[src/rtl/sw_debounce.sv]
// sw_debounce: two-flop synchroniser plus per-channel debounce for switches.
// Ports: clk, rst (sync, active-high), sw_in[WIDTH] raw levels; sw_out clean
// levels, rise/fall one-cycle strobes, changed = |(rise|fall), evt_count
// (mod-256 count of accepted transitions across all channels).
module sw_debounce #(
    parameter int unsigned WIDTH         = 4,
    parameter int unsigned STABLE_CYCLES = 1000000
) (
    input  logic             clk,
    input  logic             rst,
    input  logic [WIDTH-1:0] sw_in,
    output logic [WIDTH-1:0] sw_out,
    output logic [WIDTH-1:0] rise,
    output logic [WIDTH-1:0] fall,
    output logic             changed,
    output logic [7:0]       evt_count
);

    // Counter only has to reach STABLE_CYCLES-1; keep at least one bit.
    localparam int unsigned CW =
        (STABLE_CYCLES > 1) ? $clog2(STABLE_CYCLES) : 1;
    localparam logic [CW-1:0] LAST = CW'(STABLE_CYCLES - 1);

    logic [WIDTH-1:0] s1_q;
    logic [WIDTH-1:0] s2_q;
    logic [WIDTH-1:0] out_q;
    logic [WIDTH-1:0] out_d;
    logic [WIDTH-1:0] rise_q;
    logic [WIDTH-1:0] rise_d;
    logic [WIDTH-1:0] fall_q;
    logic [WIDTH-1:0] fall_d;
    logic [CW-1:0]    cnt_q [WIDTH];
    logic [CW-1:0]    cnt_d [WIDTH];
    logic [7:0]       evt_q;
    logic [7:0]       evt_d;

    always_comb begin
        out_d  = out_q;
        rise_d = '0;
        fall_d = '0;
        evt_d  = evt_q;
        for (int i = 0; i < int'(WIDTH); i++) begin
            // Any sample matching the clean level restarts the window.
            cnt_d[i] = '0;
            if (s2_q[i] != out_q[i]) begin
                if (cnt_q[i] == LAST) begin
                    out_d[i]  = s2_q[i];
                    rise_d[i] = s2_q[i];
                    fall_d[i] = ~s2_q[i];
                    evt_d     = evt_d + 8'd1;
                end else begin
                    cnt_d[i] = cnt_q[i] + CW'(1);
                end
            end
        end
    end

    always_ff @(posedge clk) begin
        if (rst) begin
            s1_q   <= '0;
            s2_q   <= '0;
            out_q  <= '0;
            rise_q <= '0;
            fall_q <= '0;
            evt_q  <= '0;
            for (int i = 0; i < int'(WIDTH); i++) begin
                cnt_q[i] <= '0;
            end
        end else begin
            s1_q   <= sw_in;
            s2_q   <= s1_q;
            out_q  <= out_d;
            rise_q <= rise_d;
            fall_q <= fall_d;
            evt_q  <= evt_d;
            for (int i = 0; i < int'(WIDTH); i++) begin
                cnt_q[i] <= cnt_d[i];
            end
        end
    end

    assign sw_out    = out_q;
    assign rise      = rise_q;
    assign fall      = fall_q;
    assign changed   = |(rise_q | fall_q);
    assign evt_count = evt_q;

endmodule
[config.mk]
export PLATFORM = sky130hd
export DESIGN_NAME = sw_debounce
export DESIGN_NICKNAME = d
export VERILOG_FILES = /design/src/rtl/sw_debounce.sv
export SDC_FILE = /design/constraint.sdc
export NUM_CORES = 1
export LEC_CHECK = 0
export BUFFER_PORTS_ARGS = -buffer_cell sky130_fd_sc_hd__buf_2
export CORE_MARGIN = 2
export CORE_UTILIZATION = 46
export CTS_BUF_LIST = sky130_fd_sc_hd__clkbuf_4
export DETAILED_ROUTE_END_ITERATION = 10
export SKIP_CTS_REPAIR_TIMING = 1
export SYNTH_ARGS = -nofsm -noshare
export SYNTH_HDL_FRONTEND = slang
export SYNTH_SLANG_ARGS = --single-unit
[constraint.sdc]
create_clock -name clk -period 5.2 [get_ports clk]
set_clock_uncertainty 0.05 [all_clocks]
set_input_delay 0.52 -clock clk [delete_from_list [all_inputs] [get_ports clk]]
set_output_delay 0.52 -clock clk [all_outputs]
set_load 0.01 [all_outputs]
==> summary by stage <==
Run status
The run finished with clean final reports.

Synth
The share of async-settable or async-resettable flops after synthesis is 0%. The number of synthesized flops with an enable pin is 0. Synthesis produced a netlist whose cell count is 592. The total standard cell area after synthesis is 0.00516 mm².

The synthesized area per cell is 8.72 µm². The number of warnings reported in the yosys synthesis log is 0. After synthesis, flip-flops and latches occupy a little over two fifths of the total area. The number of synthesized register bits is 108.

For this run, the leading register cell type out of synthesis is sky130_fd_sc_hd__dfxtp_1. The distinct cell type count after synthesis is 53. When the netlist entered floorplanning its net count stood at 606.

Placed design
The congestion estimate from routability-driven global placement came to 0.833. After legalization and detailed placement, the total HPWL measured 7.27 mm. The count of input and output buffers is 26.

Detailed routing
The post-detailed-route DRC marker count is 0. The routed design has roughly 10 mm of wire. Detailed routing inserted a total of 3,992 vias. The violation count after the first detailed-routing iteration is 147.

After detailed routing, the average wire length per cell comes to 13.2 µm. The first detailed-routing pass took 4 iterations. The average vias per placed instance is 5.25. The detail route stage leaves a number of antenna-violating nets equal to 0.

Power and ir drop
The total power of the final layout is around 1.2 mW. The power density over cell area is 221 mW/mm². The total leakage power is 1.89 nW. VDD sags by at most ~0.00016 V.

Layout
The post-layout utilization of the core is 50.8%. The most common cell after layout, fill and taps aside is sky130_fd_sc_hd__dfxtp_1. For this run, the post-layout net count is 629. The number of fill cells is around 1,100.

In the layout the commonest cells are 108 x sky130_fd_sc_hd__dfxtp_1, 107 x sky130_fd_sc_hd__nor2_1, 55 x sky130_fd_sc_hd__xor2_1. The post-route netlist has 8.56% of its cells at a drive strength greater than 1. The layout overhead on the synthesized area is 7.05%.

Clocking
For the worst-skew pair, the clock arrives at the later sink with an insertion delay of 0.47 ns. The maximum buffer depth of the clock tree is 2. The number of buffers created by CTS is 9. The H-tree was split into 3 levels. TritonCTS built the clock tree. Clock-pin slew was measured on the worst setup and hold paths at 0.15 ns. For this design, the sink count on the clock tree is 108. The root buffer cell is sky130_fd_sc_hd__clkbuf_4.

STA
Setup repair after global routing left no endpoint under its margin. The worst slew margin relative to its limit is a little over two fifths. The number of failing hold endpoints at the final stage is 0.

At the pin with the least slew margin, the transition time is 0.856 ns. The routed design could run at a clock period as short as 4.21 ns. The final critical path takes up 81.0% of the cycle.

The number of endpoints failing setup at the final stage is 0. The number of pins exceeding their max-slew limit in the final report is 0. Static timing analysis puts the maximum clock frequency at 0.237 GHz. The summed negative setup slack over all endpoints is 0 ns.

Worst setup path
The sort of element at the end of the critical path is a flop. The signal on the critical path passes through or4b_1 -> or3_1 -> nor4_1 -> or2_1 -> ha_1 -> nand2_1 -> or3_1 -> a31oi_1 -> xnor2_1 -> nor4_4 -> xnor2_1 -> nor4_2 -> a211o_1 -> nand2_1. In this design, the stage delay of the slowest critical-path cell is 0.60 ns. The arrival time reported for the critical path endpoint is 4.55 ns. The critical path class is flop to flop. The cell at the slowest stage of the critical path is sky130_fd_sc_hd__or4b_1.

STA classifies the critical path startpoint as a flop. The data required time at the worst endpoint is 5.54 ns. Along the worst path, the maximum fanout reaches 6.

GRT
The via count of the first global-routing pass is about 3,600. The total grt overflow is 0. The largest net degree at the start of global routing is 34. The initial antenna violation count is 2. The global-route usage over all layers is 17.8%.

The wire length of the first global-routing pass is ~17 mm.

Worst hold path
The min-delay analysis places its worst path in the category input port to flop.

Floorplan
In this run the count of I/O pins placed on the die edge is 27. In this run the vertical extent of the chip is 110 µm. The die covers 0.0121 mm². The initial standard-cell utilization of the core is a little under half. The initialized floorplan defines 38 standard-cell rows. In this run the horizontal extent of the chip is 110 µm. The total area inside the core boundary comes to 0.0109 mm².

Flow run
Across the run, the number of max-cap violations was 0.
## final cells by class
type	count	area (µm²)	area share, %
Antenna cell	2	5.00	0.0906
Inverter	7	26.3	0.475
Sequential cell	108	2160	39.1
Tap cell	140	175	3.17
Timing Repair Buffer	27	138	2.49
Clock buffer	13	97.6	1.77
Multi-Input combinational cell	462	2910	52.7
Clock inverter	2	12.5	0.226
## synth_stat cells, drive strengths merged (3+ instances only)
library cell  instances  area [µm²]
nand4                17         106
nor3                 10        50.1
clkbuf               13        48.8
xnor2                36         315
xor2                 56         498
o21ai                12        60.1
nor4                 13         115
and2                  5        31.3
nor2b                12        75.1
or2                   5        31.3
and3                 14        87.6
or4b                  3        30.0
mux2i                 5        50.1
inv                   7        26.3
nor4bb                4        40.0
a21oi                 9        45.0
or3                  18         113
nor4b                 5        43.8
nand3                36         180
or4                   4        33.8
dfxtp               108        2160
nand2                47         176
and4                  5        43.8
ha                    8         100
nand2b                3        18.8
nor2                107         402
nor3b                 4        30.0
## worst max-delay path: cells and delay by family, from the launching register on
kind                       cells  cell delay, ns
adders and majority gates      1            0.18
AOI/OAI and AO/OA              2            0.39
xor gates and xnor gates       2            0.34
DFF                            1            0.36
and+or+nand+nor                9            2.81
## metal layers
layer  vias up  global-route usage, %  part of all wire [%]
li1       2085                      -                     -
met1      1860                   22.7                    48
met2        38                   27.8                    47
met3         9                   6.46                   4.2
met4         0                   5.52                   1.1
met5         -                      0                     0
## sequential cells by signal, indices dropped and copies added (netlist names)
signal and count:
rise 4, evt_count 8, fall 4, s2_q 4
sw_out 4, cnt_q 80, s1_q 4
## worst paths after layout
check,cells past startpoint,to,slack (ns),start
max,14,evt_count[7]$_SDFF_PP0_,0.99,cnt_q[0][7]$_SDFF_PP0_
min,2,s1_q[3]$_SDFF_PP0_,0.19,sw_in[3]
max reg2reg,14,evt_count[7]$_SDFF_PP0_,0.99,cnt_q[0][7]$_SDFF_PP0_
min reg2reg,1,cnt_q[3][0]$_SDFF_PP0_,0.40,cnt_q[3][0]$_SDFF_PP0_
## metrics by stage
stage	cell area, µm²	worst slack, ns	cells	hold slack, ns
4_1_cts	5520	0.986	759	0.156
3_5_place_dp	5410	1.01	744	0.380
5_1_grt	5530	0.560	761	0.162
3_3_place_gp	5410	1.08	744	0.369
6_report	5530	0.986	761	0.191
2_1_floorplan	5160	1.33	592	0.363
## cells by family (layout without fill, tap and decap cells)
| logic type | Yosys count | count (layout) | share of synthesized area, % |
|---|---|---|---|
| XOR/XNOR | 93 | 93 | 16.2 |
| AO/OA/AOI/OAI | 35 | 35 | 4.51 |
| multiplexers | 6 | 6 | 1.19 |
| AND/OR/NAND/NOR | 320 | 320 | 32.5 |
| other | 0 | 2 | 0 |
| flip-flops | 108 | 108 | 41.9 |
| adder cells (fa/ha/maj) | 8 | 8 | 1.94 |
| buffers and inverters | 22 | 49 | 1.75 |
## report_power, final
group	leakage [nW]	internal, mW	total, mW	switching, mW
clock network	0.0639	0.117	0.370	0.253
registers	0.871	0.831	0.834	0.00295
logic	0.957	0.00536	0.0163	0.0109
No activity file was read; power rests on OpenSTA's default activity.
